**src/rtl/axis_ramp_pkg.sv**
```systemverilog
// Shared definitions for the AXI-Stream ramp checker and its expected-beat generator.
package axis_ramp_pkg;

    typedef enum logic {
        ST_CHECK = 1'b0,
        ST_DRAIN = 1'b1
    } state_e;

    localparam int unsigned ERR_W     = 4;
    localparam int unsigned ERR_DATA  = 0;
    localparam int unsigned ERR_KEEP  = 1;
    localparam int unsigned ERR_EARLY = 2;
    localparam int unsigned ERR_MISS  = 3;

    function automatic int unsigned ceil_div(input int unsigned num, input int unsigned den);
        return (num + den - 32'd1) / den;
    endfunction

endpackage

```
**src/rtl/axis_ramp_gen.sv**
```systemverilog
// Expected beat of a ramp packet: data, keep and last-line flag for a given size and line index.
module axis_ramp_gen
    import axis_ramp_pkg::*;
#(
    parameter int unsigned WORD_W = 8,
    parameter int unsigned NWORDS = 4,
    parameter int unsigned SIZE_W = 7,
    parameter int unsigned LINE_W = 5
) (
    input  logic [SIZE_W-1:0]        size_i,
    input  logic [LINE_W-1:0]        line_i,
    output logic [WORD_W*NWORDS-1:0] data_o,
    output logic [NWORDS-1:0]        keep_o,
    output logic                     last_line_o
);

    logic [31:0] size_ext_s;
    logic [31:0] line_ext_s;
    logic [31:0] lines_s;
    logic [31:0] residue_s;
    logic [31:0] word_s;

    // Line count and partial-line residue derived from the packet size
    always_comb begin
        size_ext_s  = 32'(size_i);
        line_ext_s  = 32'(line_i);
        lines_s     = ceil_div(size_ext_s, NWORDS);
        residue_s   = size_ext_s % NWORDS;
        last_line_o = (line_ext_s == (lines_s - 32'd1));
    end

    // Ramp value of each lane, truncated to the word width
    always_comb begin
        data_o = '0;
        word_s = 32'd0;
        for (int p = 0; p < NWORDS; p++) begin
            word_s = (line_ext_s * NWORDS) + 32'(p);
            data_o[p*WORD_W +: WORD_W] = word_s[WORD_W-1:0];
        end
    end

    // Only a partial last line drops its upper lanes
    always_comb begin
        keep_o = '1;
        if (last_line_o && (residue_s != 32'd0)) begin
            for (int p = 0; p < NWORDS; p++) begin
                keep_o[p] = (32'(p) < residue_s);
            end
        end else begin
            keep_o = '1;
        end
    end

endmodule

```
**config.mk**
```make
export PLATFORM = sky130hd
export DESIGN_NAME = axis_ramp_gen
export DESIGN_NICKNAME = d
export VERILOG_FILES = /design/src/rtl/axis_ramp_pkg.sv /design/src/rtl/axis_ramp_gen.sv
export SDC_FILE = /design/constraint.sdc
export NUM_CORES = 1
export LEC_CHECK = 0
export ABC_AREA = 0
export CAP_MARGIN = 10
export CORE_MARGIN = 5
export CORE_UTILIZATION = 39
export DETAILED_ROUTE_END_ITERATION = 8
export PLACE_DENSITY = 0.91
export SETUP_SLACK_MARGIN = 0.02
export SLEW_MARGIN = 20
export SYNTH_ARGS = -nofsm -noshare
export SYNTH_HDL_FRONTEND = slang
export SYNTH_SLANG_ARGS = --single-unit
```
**constraint.sdc**
```tcl
create_clock -name vclk -period 6.6
set_input_delay 1.32 -clock vclk [all_inputs]
set_output_delay 1.32 -clock vclk [all_outputs]
set_load 0.05 [all_outputs]
```
==> results list <==
- The net count of the finished layout is 113.
- The synthesized netlist contains 31 unique library cells.
- Overflow left after global routing: 0
- Largest fanout of any net on the critical path: 8
- Worst setup margin: 1.02 ns
* Post-placement cell area: 803 µm²
- Leakage power summed over all cells: 0.000351 µW
* Post-Syn Area: between 600 and 700 µm²
- The worst setup path is launched from an input pin.
- CP Data Required Time: 5.28 ns
- In this run, post-CTS hold repair placed 0 buffers.
- After clock tree synthesis, the repair step resized 0 gates.
- The worst setup path is captured at an output port.
- In the finished layout, the clock tree contains a buffer count of 0.
* Post-CTS Setup Inserts: 0
* Number of antenna violations at the first check in global routing: 0
* Final RePlAce weighted congestion: 0.700
- Post-route setup TNS: 0 ns
* Final cycle utilization of the critical path: 84.6%
* Highest-count cells in the layout ignoring fill and taps: sky130_fd_sc_hd__clkdlybuf4s50_1 (36), sky130_fd_sc_hd__conb_1 (13), sky130_fd_sc_hd__xor2_1 (5)
* Boundary pin count: between 40 and 50
- Number of placement rows: 14
* DRC marker count from the first detailed-route iteration: 15
* Final hold violations: 0
* Setup repair after global routing missed its margin: false
- Summing all non-filler instances in the final layout gives an area of 803 µm².
* Placement Setup Slack: 1.03 ns
- The final layout contains a sequential cell count of 0.
- Cells with a size suffix above 1 make up under 10% of the layout.
- For this run, the top clock speed supported by timing is 179 MHz.
- Power spread over the standard cell area amounts to ~120 nW/µm².
* Final core occ: 52.1%
- Sequential cells were found to cover 0% of the synthesized design area.
- The floorplan step defined a die boundary enclosing 2600 µm².
- Detail Route Antenna Nets: 0
* Total length of routed wires: 1470 µm
- Most common cell after layout, fill and taps aside: sky130_fd_sc_hd__clkdlybuf4s50_1
- Overall track demand over capacity in global routing: about a tenth
- For this run, the detailed router's first-pass iteration total came to 5.
- Area Overhead vs Synth: 22.8%
- After detailed routing, the average wire length per cell comes to 13.0 µm.
* Ordered list of cells on the worst path: clkdlybuf4s50_1 -> nor2_1 -> xor2_1 -> ha_1 -> nor3b_1 -> a22o_1 -> a211oi_2 -> o211a_1 -> clkdlybuf4s50_1
* Tightest slew margin relative to the limit: between 60% and 70%
* Sequential cell area in the final layout: 0 µm²
* Worst Path Class, Setup: input pin to output port
* Setup-failing EPs final: 0
* Post-Synthesis Cells: 88
* Slew at the pin closest to its max-slew limit: 0.506 ns
- For this run, the number of standard cells in the final layout without fillers is ~110.
- Final routed DRC violation total: 0
- First-pass GRT wire length: 2210 µm
- Among the stages of the critical path, the cell type that occurs most often is sky130_fd_sc_hd__clkdlybuf4s50_1.
- The final count of pins violating max slew is 0.
* Horiz. Die Dim: 51.0 µm
- Mean area per synthesized cell: 7.44 µm²
- Half-perimeter wire length after placement: 1290 µm
* Total vias in the final route: 576
- The routed design could run at a clock period as short as 5.58 ns.
- For this run, the slowest stage of the critical path takes 0.80 ns.
* WHS Path Cells: 2
- The min-delay analysis places its worst path in the category input pin to output port.
- After detailed routing, the number of vias per cell comes to 5.10.
- Highest ir drop seen on vdd: 0.0000473 V
- The number of placed instances, taps included, is 113.
- For this design, the slowest cell found on the critical path is sky130_fd_sc_hd__clkdlybuf4s50_1.
- WP data arrival: approximately 4.3 ns
- The flow ran to the end, and the final reports show no timing, DRC or antenna violations.
* Starting utilization of the core area: 42.5%
* Maximum number of pins on one net before global-route repair: 9
* Max capacitance violation total: 0
* Number of synthesis warnings: 0
- The number of global-route vias before repair is 500.
* Antenna diode instance count: 0
- Buffers added on ports: 36
* Standard cell core area: 1540 µm²
- Die Ht: 51.0 µm
-- worst max-delay path, delay by kind of cell --
family | cells | cell delay [ns]
buf+inv | 2 | 1.34
compound gates | 3 | 0.78
simple gates | 2 | 0.44
fa+ha+maj | 1 | 0.27
xor+xnor | 1 | 0.11
-- cell type report --
cell class	count	area, µm²
fill	151	738
multi-input combinational	60	419
timing repair buffer	36	360
tap	16	20.0
inverter	1	3.75
-- per-layer routing --
| metal | track usage [%] | part of all wire [%] | vias up |
|---|---|---|---|
| li1 | - | - | 280 |
| met1 | 10.4 | 33 | 262 |
| met2 | 20.9 | 53 | 34 |
| met3 | 2.33 | 14 | 0 |
| met4 | 0 | 0 | 0 |
| met5 | 0 | 0 | - |
-- worst paths after layout --
| kind | startpoint | end |
|---|---|---|
| worst max-delay path | size_i[1] | last_line_o |
| worst min-delay path | line_i[1] | data_o[27] |
-- power breakdown --
part	switching, µW	internal, µW
Sequential	0	0
Clock	0	0
Combinational	65.0	30.1
Total	65.0	30.1
-- stage by stage --
step,power (µW),hold slack (ns)
floorplan,83.5,2.81
global placement,92.8,3.85
detailed placement,95.2,3.87
global route,100,3.89
finish,95.2,3.86
CTS,95.4,3.87
-- cells in the mapped netlist --
cell | instances | share of area (%)
sky130_fd_sc_hd__and3_1 | 1 | 0.96
sky130_fd_sc_hd__ha_1 | 2 | 3.8
sky130_fd_sc_hd__a21oi_1 | 1 | 0.76
sky130_fd_sc_hd__a211oi_1 | 1 | 1.1
sky130_fd_sc_hd__o21bai_1 | 1 | 1.1
sky130_fd_sc_hd__nor3b_1 | 1 | 1.1
sky130_fd_sc_hd__a211oi_2 | 1 | 1.9
sky130_fd_sc_hd__nand2_1 | 3 | 1.7
sky130_fd_sc_hd__a22o_1 | 1 | 1.3
sky130_fd_sc_hd__a31oi_1 | 1 | 0.96
sky130_fd_sc_hd__xnor2_1 | 2 | 2.7
sky130_fd_sc_hd__nand2b_1 | 2 | 1.9
sky130_fd_sc_hd__inv_1 | 1 | 0.57
sky130_fd_sc_hd__nand3b_1 | 2 | 2.3
sky130_fd_sc_hd__xor2_2 | 1 | 2.5
sky130_fd_sc_hd__nor4_1 | 3 | 2.9
sky130_fd_sc_hd__o211a_1 | 2 | 3.1
sky130_fd_sc_hd__o2111ai_1 | 2 | 2.7
sky130_fd_sc_hd__mux2_4 | 1 | 2.3
sky130_fd_sc_hd__buf_2 | 5 | 3.8
sky130_fd_sc_hd__o21ai_0 | 1 | 0.76
sky130_fd_sc_hd__xor3_1 | 1 | 3.6
sky130_fd_sc_hd__nor2b_1 | 1 | 0.96
sky130_fd_sc_hd__nor2_1 | 3 | 1.7
sky130_fd_sc_hd__nand4_1 | 1 | 0.96
sky130_fd_sc_hd__conb_1 | 2 | 1.1
sky130_fd_sc_hd__buf_4 | 33 | 38
sky130_fd_sc_hd__o211ai_1 | 2 | 2.3
sky130_fd_sc_hd__xor2_1 | 5 | 6.7
sky130_fd_sc_hd__nor3_1 | 4 | 3.1
sky130_fd_sc_hd__a211o_1 | 1 | 1.3
-- cell families after synthesis --
kind of cell | after synthesis | synth area share, %
buf+inv | 39 | 42.3
simple gates | 21 | 17.6
compound gates | 14 | 17.4
xor+xnor | 9 | 15.5
fa+ha+maj | 2 | 3.82
other cells | 2 | 1.15
mux | 1 | 2.29
Note: power is estimated with default switching activity, not from simulation.
